===== config.mk =====
export PLATFORM = sky130hd
export DESIGN_NAME = regfile_wb_arbiter
export DESIGN_NICKNAME = d
export VERILOG_FILES = /design/src/rtl/regfile_wb_arbiter.sv
export SDC_FILE = /design/constraint.sdc
export NUM_CORES = 1
export LEC_CHECK = 0
export BUFFER_PORTS_ARGS = -buffer_cell sky130_fd_sc_hd__clkbuf_2
export CAP_MARGIN = 10
export CORE_MARGIN = 5
export CORE_UTILIZATION = 58
export CTS_CLUSTER_SIZE = 40
export DETAILED_ROUTE_END_ITERATION = 6
export GPL_ROUTABILITY_DRIVEN = 0
export PLACE_DENSITY_LB_ADDON = 0.1
export SETUP_SLACK_MARGIN = 0.5
export SLEW_MARGIN = 20
export SYNTH_ARGS = -nofsm -noshare
export SYNTH_HDL_FRONTEND = slang
export SYNTH_SLANG_ARGS = --single-unit

===== constraint.sdc =====
create_clock -name clk -period 5.5 [get_ports clk]
set_input_delay 0.55 -clock clk [delete_from_list [all_inputs] [get_ports clk]]
set_output_delay 0.55 -clock clk [all_outputs]
set_load 0.005 [all_outputs]

===== src/rtl/regfile_wb_arbiter.sv =====
// Register-file write-port arbiter: pipeline writeback vs. buffered long-latency results,
// with a busy-register scoreboard and a one-cycle anti-starvation pipeline hold.
module regfile_wb_arbiter #(
  parameter  int XLEN         = 32,
  parameter  int REG_COUNT    = 32,
  parameter  int STARVE_LIMIT = 4,
  localparam int AW           = $clog2(REG_COUNT)
) (
  input  logic            clk,
  input  logic            rst,
  input  logic            pipe_we,
  input  logic [AW-1:0]   pipe_rd,
  input  logic [XLEN-1:0] pipe_data,
  input  logic            lu_valid,
  output logic            lu_ready,
  input  logic [AW-1:0]   lu_rd,
  input  logic [XLEN-1:0] lu_data,
  input  logic            sb_set,
  input  logic [AW-1:0]   sb_set_rd,
  input  logic [AW-1:0]   sb_rs1,
  input  logic [AW-1:0]   sb_rs2,
  output logic            sb_busy1,
  output logic            sb_busy2,
  output logic            pipe_hold,
  output logic            rf_we,
  output logic [AW-1:0]   rf_rd,
  output logic [XLEN-1:0] rf_wdata
);

  localparam int WW = $clog2(STARVE_LIMIT + 1);

  logic [AW-1:0]        q_rd   [2];
  logic [XLEN-1:0]      q_data [2];
  logic                 head, tail;
  logic [1:0]           count;
  logic [WW-1:0]        wait_cnt, wait_next;
  logic [REG_COUNT-1:0] busy, busy_next;
  logic                 push, pop, grant_pipe;

  assign lu_ready = (count != 2'd2) && !rst;
  assign sb_busy1 = busy[sb_rs1];
  assign sb_busy2 = busy[sb_rs2];

  always_comb begin
    // Writes to x0 from the long unit are accepted but never enqueued.
    push       = lu_valid && lu_ready && (lu_rd != '0);
    grant_pipe = !pipe_hold && pipe_we && (pipe_rd != '0);
    pop        = !grant_pipe && (count != 2'd0);

    rf_we    = 1'b0;
    rf_rd    = '0;
    rf_wdata = '0;
    if (grant_pipe) begin
      rf_we    = 1'b1;
      rf_rd    = pipe_rd;
      rf_wdata = pipe_data;
    end else if (pop) begin
      rf_we    = 1'b1;
      rf_rd    = q_rd[head];
      rf_wdata = q_data[head];
    end

    if ((count == 2'd0) || pop)
      wait_next = '0;
    else if (wait_cnt == WW'(STARVE_LIMIT))
      wait_next = wait_cnt;
    else
      wait_next = wait_cnt + WW'(1);

    // Clear applied before set so a same-edge set on the popped register wins.
    busy_next = busy;
    if (pop)
      busy_next[q_rd[head]] = 1'b0;
    if (sb_set && (sb_set_rd != '0))
      busy_next[sb_set_rd] = 1'b1;
    busy_next[0] = 1'b0;
  end

  always_ff @(posedge clk) begin
    if (rst) begin
      head      <= 1'b0;
      tail      <= 1'b0;
      count     <= 2'd0;
      wait_cnt  <= '0;
      pipe_hold <= 1'b0;
      busy      <= '0;
    end else begin
      if (push) begin
        q_rd[tail]   <= lu_rd;
        q_data[tail] <= lu_data;
        tail         <= ~tail;
      end
      if (pop)
        head <= ~head;
      unique case ({push, pop})
        2'b10:   count <= count + 2'd1;
        2'b01:   count <= count - 2'd1;
        default: count <= count;
      endcase
      wait_cnt  <= wait_next;
      pipe_hold <= (wait_next == WW'(STARVE_LIMIT));
      busy      <= busy_next;
    end
  end

endmodule


==> key figures, run 1 <==
GRT
  • Total grt overflow: 0
  • Vias in the first global route: 4308
  • Global-route wire length before repair: 21100 um
  • Largest net degree at the start of global routing: 49
  • Total track usage: 23.4%
  • Initial antenna violation count: 0

STA
  • Final Hold Viols: 0
  • Fin crit period: 3.29 ns
  • Relative slew slack: 20.6%
  • Fin. max-slew vios: 0
  • Final worst slack: 2.21 ns
  • Fmax: 304 MHz
  • Hold_ws: 0.222 ns
  • Actual slew at the worst max-slew pin: 1.19 ns
  • Unrepaired setup endpoints after global routing: no
  • Fin crit share: 59.9%
  • Final Skew: 0.00852 ns
  • Final setup vio count: 0
  • Setup_tns: 0 ns

Worst hold path
  • Type of the worst min-delay path: input pin to register

Die
  • Ports: 136
  • Die span in x: 108 um
  • Die height: 108 um
  • Core Area: 0.00924 mm^2
  • Initial Util: 59.7%
  • Rows: 35
  • Total die area: 0.0116 mm^2

Setup path
  • CP Max Fanout: 38
  • R2R Setup Slk: 2.94 ns
  • CP most frequent cell: clkbuf_2
  • Critical Path Max Stage Delay: 0.57 ns
  • Worst Path Arrival: 2.74 ns
  • WS Path Type: input pin to output pin
  • CP Data Required Time: 4.95 ns
  • Critical Path Start Type: input pin
  • Kind of end point of the critical path: output pin
  • Slowest-stage cell, CP: or4_1
  • Critical path, cell by cell: clkbuf_2, or4_1, o21ai_1, nand2_2, o21ai_0, clkbuf_2

Synthesis
  • Synth Area per Inst: 11.4 um^2
  • Netlist cell types: 44
  • Main synth FF type: edfxtp_1
  • Synth Area in Simple Gates: 12.2%
  • Ys Warns: 0
  • Mapped cell area: 0.00552 mm^2
  • Post-Synth XOR/XNOR Area: 0.317%
  • Post-synth ARST share: 0%
  • Area leader, netlist: edfxtp_1
  • Synth Area in Compound Gates: 14.9%
  • Most numerous cell in the Yosys netlist: edfxtp_1
  • Sequential area share after synthesis: 54.8%
  • Mapped Nets: 583
  • Synth cell count leaders: edfxtp_1 (74), nand2_1 (70), a21oi_1 (46)
  • Mapped Cells: 486
  • EDFF count, synth: 74
  • Synth top area share: 40.3%
  • Synth top area cells: edfxtp_1 (40%), dfxtp_1 (15%), mux2i_1 (6.3%)
  • Post-synthesis adder-cell area fraction: 0.680%
  • Largest family of logic cells by synthesized area: compound AO/OA/AOI/OAI gates
  • Flops & latches, synth: 114
  • Mux contribution to synthesized area: 13.5%

Power and ir drop
  • Clock Power Share: 42.6%
  • Total power: 2.52 mW
  • Logic pwr share: 18.2%
  • PwrDens: 367 mW/mm^2
  • Psw: 710 uW
  • Sequential fraction of design power: 39.2%
  • Leakage Power: 2.65 nW
  • Sw Share: 28.2%
  • VDD IR max: 301 uV
  • Int Pwr: 1.81 mW

Clock tree
  • CTS tree: yes
  • Worst-path clk slew: 0.06 ns
  • Cts bufs inserted: 17
  • Post-CTS setup buffer count: 0
  • # hold bufs at CTS: 0
  • Longest Clk Path Bufs: 2
  • H-Tree Depth: 4
  • Post-cts resize count: 0
  • CTS root buffer: clkbuf_8
  • Clk sinks: 114
  • Clock Latency Late Sink: 0.52 ns

Cells and area
  • Multi-input logic area: 0.00231 mm^2
  • Layout cells sized above 1: 29.3%
  • Nets: 711
  • Design Area, Final: 0.00685 mm^2
  • Sequential cell area: 0.00302 mm^2
  • Area growth syn-to-layout: 24.1%
  • Fillers: 643
  • Diode count: 0

Drt
  • Initial drt markers: 266
  • Total number of vias: 4415
  • Drt wl/cell: 17.4 um
  • DRC: 0
  • Routed vias/inst: 5.84
  • Drt pass-1 iters: 4
  • Detail Route Antenna Nets: 0
  • Final wirelength: 13100 um

Run
  • Max cap viols: 0

Placed design
  • Setup WS pre-CTS: 1.94 ns
  • I/O Buffers: 135
  • Hpwl dp: 8860 um
  • Post-Place Cell Area: 0.00623 mm^2

Status
  • Status: finished clean
-- logic make-up after synthesis --
family,count (synthesis)
compound gates,132
mux,52
flops,114
buf+inv,44
simple gates,139
xor+xnor,2
fa+ha+maj,3
-- power groups by stage --
stage | logic, mW | clock network [mW] | registers (mW)
after floorplan | 0.290 | 0 | 0.998
after global placement | 0.441 | 0 | 0.999
after detailed placement | 0.453 | 0 | 1.00
after CTS | 0.459 | 1.08 | 0.986
after global routing | 0.507 | 1.13 | 0.990
final | 0.458 | 1.07 | 0.985
-- final timing paths --
kind | start | to | cells past startpoint
setup reg to reg | pipe_hold | count[1] | 7
hold / removal | lu_data[11] | q_data[0][11] | 1
hold reg to reg | head | register | 2
setup / recovery | pipe_rd[3] | rf_rd[0] | 6
-- cells in the final DEF (no fill, tap or decap), types with 5 or more instances in the layout --
cell type	n
clkbuf_2	135
edfxtp_1	74
nand2_1	69
a21oi_1	46
o21ai_0	39
dfxtp_1	39
mux2i_1	35
a311oi_1	23
nor2_1	16
clkbuf_16	16
inv_1	14
mux4_1	12
and3_1	8
a211oi_1	8
inv_6	7
o32ai_1	6
nor3_1	5
nor2b_1	5
nand4_1	5
nand2b_1	5
-- critical path, delay by kind of cell --
family | cells | cell delay (ns)
AND/OR/NAND/NOR | 2 | 1.07
buffers and inverters | 2 | 0.25
AO/OA/AOI/OAI | 2 | 0.85
-- state kept, by name, summed over array words and instances (netlist names), named ones only --
signal,flops
wait_cnt,3
busy,31
q_data,64
pipe_hold,1
head,1
count,2
tail,1
q_rd,10
-- per-stage QoR --
step           cells  utilization (%)
2_1_floorplan    486                -
3_3_place_gp     723             67.5
3_5_place_dp     723             67.5
4_1_cts          755             73.8
5_1_grt          756             74.1
6_report         756             74.1
-- final cells by class --
| class | count | area share, % |
|---|---|---|
| flip-flops and latches | 114 | 44.2 |
| multi-input cells | 328 | 33.7 |
| well taps | 129 | 2.36 |
| inverters | 14 | 0.767 |
| clock inverters | 15 | 2.50 |
| repair buffers | 139 | 10.5 |
| clock buffers | 17 | 6.05 |
-- metal layers --
layer  vias up  global-route usage (%)  share of wire, %
met5         -                       0                 0
met4         0                    6.94               1.6
met1      2089                    29.3                40
met2       171                    38.9                51
li1       2134                       -                 -
met3        21                    7.38               7.6
Power figures use the tool's default switching activity.
==> run 2: changes to the inputs <==
--- a/config.mk
+++ b/config.mk
@@ -8,7 +8,7 @@
 export BUFFER_PORTS_ARGS = -buffer_cell sky130_fd_sc_hd__clkbuf_2
 export CAP_MARGIN = 10
 export CORE_MARGIN = 5
-export CORE_UTILIZATION = 58
+export CORE_UTILIZATION = 54
 export CTS_CLUSTER_SIZE = 40
 export DETAILED_ROUTE_END_ITERATION = 6
 export GPL_ROUTABILITY_DRIVEN = 0
==> constraint.sdc (replaced) <==
create_clock -name clk -period 3.3 [get_ports clk]
set_input_delay 0.33 -clock clk [delete_from_list [all_inputs] [get_ports clk]]
set_output_delay 0.33 -clock clk [all_outputs]
set_load 0.005 [all_outputs]
==> run 2 against run 1 <==
  * Combinational power rose by 71%
  * Via count up 4.5%
  * Cell count rose by 6.0%
  * Sequential power increased by 71%
  * Sequential share of layout area fell by 1.9 points
  * Utilization decreased by 3.6 points
  * Clock skew increased by 0.0036 ns
  * Clock power is 48% higher
  * Highest routed layer unchanged
==> key figures, run 2 (synthesis results as in run 1) <==
Drt
  • Final wirelength: 13700 um
  • Met3 wire len: 964 um
  • DRT met1 WL: 5610 um
  • Detail Route Antenna Nets: 0
  • Routed vias/inst: 5.76
  • WL met2: 6920 um
  • Drt wl/cell: 17.1 um
  • DRC: 0
  • Drt pass-1 iters: 5
  • Initial drt markers: 317
  • DR top layer: met4
  • Total number of vias: 4612

GRT
  • Vias in the first global route: 4598
  • Initial antenna violation count: 0
  • Total grt overflow: 0
  • Global-route wire length before repair: 22300 um
  • Largest net degree at the start of global routing: 38
  • Total track usage: 22.5%

Die
  • Rows: 37
  • Initial Util: 54.4%
  • Total die area: 0.0123 mm^2
  • Die height: 111 um
  • Die span in x: 111 um
  • Core Area: 0.0101 mm^2
  • Ports: 136

Power and ir drop
  • Leakage Power: 2.78 nW
  • Clock Power Share: 39.1%
  • Int Pwr: 2.93 mW
  • PwrDens: 565 mW/mm^2
  • Logic pwr share: 19.4%
  • Sw Share: 27.5%
  • VDD IR max: 384 uV
  • Psw: 1.11 mW
  • Sequential fraction of design power: 41.5%

Setup path
  • Kind of end point of the critical path: output pin
  • Reg2reg start: pipe_hold
  • CP Data Required Time: 2.97 ns
  • WS Path Type: register to output pin
  • Worst R2R End: count[1]
  • R2R depth: 8
  • Worst Path Arrival: 2.28 ns
  • Crit path buf inv count: 2
  • Slowest-stage cell, CP: o21a_1
  • CP Max Fanout: 24
  • Critical Path Max Stage Delay: 0.49 ns
  • R2R Setup Slk: 1.18 ns
  • Critical path, cell by cell: and2b_1, o21a_1, buf_8, nand2_1, o21ai_0, clkbuf_2
  • CP top delay family: compound AO/OA/AOI/OAI gates
  • Critical Path Start Type: register

Worst hold path
  • Min-Delay Startpoint: lu_data[12]
  • Worst Hold Depth: 1
  • Type of the worst min-delay path: input pin to register
  • Hold path endpoint: q_data[0][12]

Cells and area
  • Sequential cell area: 0.00302 mm^2
  • Commonest non-fill, non-tap cell in the layout: clkbuf_2
  • Most frequent cells in the layout: clkbuf_2 (135), edfxtp_1 (74), nand2_1 (69), a21oi_1 (46)
  • Fillers: 741
  • Layout cells sized above 1: 27.7%
  • Multi-input logic area: 0.00230 mm^2
  • Largest regs: q_data: 64 flops, busy: 31 flops, q_rd: 10 flops
  • Max reg flops: 64
  • Nets: 750
  • Diode count: 0
  • Area growth syn-to-layout: 29.6%
  • Most flop-heavy register: q_data

STA
  • Final Hold Viols: 0
  • Fin crit share: 79.0%
  • Final setup vio count: 0
  • Hold_ws: 0.0169 ns
  • Relative slew slack: 34.3%
  • Fin crit period: 2.61 ns
  • Final worst slack: 0.695 ns
  • Fmax: 384 MHz
  • Actual slew at the worst max-slew pin: 0.981 ns
  • Setup_tns: 0 ns
  • Fin. max-slew vios: 0
  • Unrepaired setup endpoints after global routing: no
  • Final Skew: 0.0121 ns

Placed design
  • I/O Buffers: 135
  • Setup WS pre-CTS: 0.781 ns
  • Hpwl dp: 9400 um

Clock tree
  • Clock Latency Late Sink: 0.52 ns
  • Clk sinks: 114
  • Longest Clk Path Bufs: 2
  • Cts bufs inserted: 17
  • H-Tree Depth: 4
  • CTS root buffer: clkbuf_8
  • CTS tree: yes
  • Worst-path clk slew: 0.05 ns
  • Post-CTS setup buffer count: 0

Status
  • Status: finished clean

Run
  • Max cap viols: 0
-- run 2: what timing repair did --
action | 4_1_cts | 5_1_grt
hold endpoints to repair | 60 | 0
hold buffers | 31 | 0
setup endpoints to repair | 0 | 30
resized for setup | 0 | 2
-- run 2: area by class of cell --
type | instances | share of cell area (%)
clock buffers | 19 | 5.90
inverters | 14 | 0.735
clock inverters | 12 | 1.31
well taps | 136 | 2.38
multi-input cells | 328 | 32.2
repair buffers | 178 | 15.2
flip-flops and latches | 114 | 42.3
-- run 2: per-layer routing --
layer  vias up  global-route usage, %
li1       2218                      -
met1      2195                   26.9
met2       179                   38.7
met3        20                   6.82
met4         0                   7.54
met5         -                      0
-- run 2: stage by stage --
step	total power [mW]	util (%)	area (um^2)	cells
after floorplan	2.15	-	5520	486
final	4.04	70.5	7150	801
after global placement	2.43	62.2	6300	738
after global routing	4.22	70.5	7150	801
after detailed placement	2.45	62.3	6320	739
after CTS	4.06	70.5	7140	801
-- run 2: worst max-delay path by stage --
stage | endpoint | start | cells past startpoint
floorplan | q_data[1][0] | count[0] | 4
global placement | rf_wdata[6] | pipe_rd[3] | 8
detailed placement | rf_wdata[9] | pipe_rd[3] | 8
CTS | rf_wdata[10] | pipe_hold | 7
global route | rf_wdata[14] | register | 4
finish | rf_wdata[14] | pipe_hold | 6
-- run 2: power by group through the flow --
| stage | clock network (mW) | registers (mW) | logic [mW] |
|---|---|---|---|
| final | 1.58 | 1.68 | 0.783 |
| after global routing | 1.68 | 1.69 | 0.859 |
| after CTS | 1.60 | 1.68 | 0.778 |
| after detailed placement | 0 | 1.71 | 0.745 |
| after global placement | 0 | 1.70 | 0.724 |
| after floorplan | 0 | 1.66 | 0.484 |
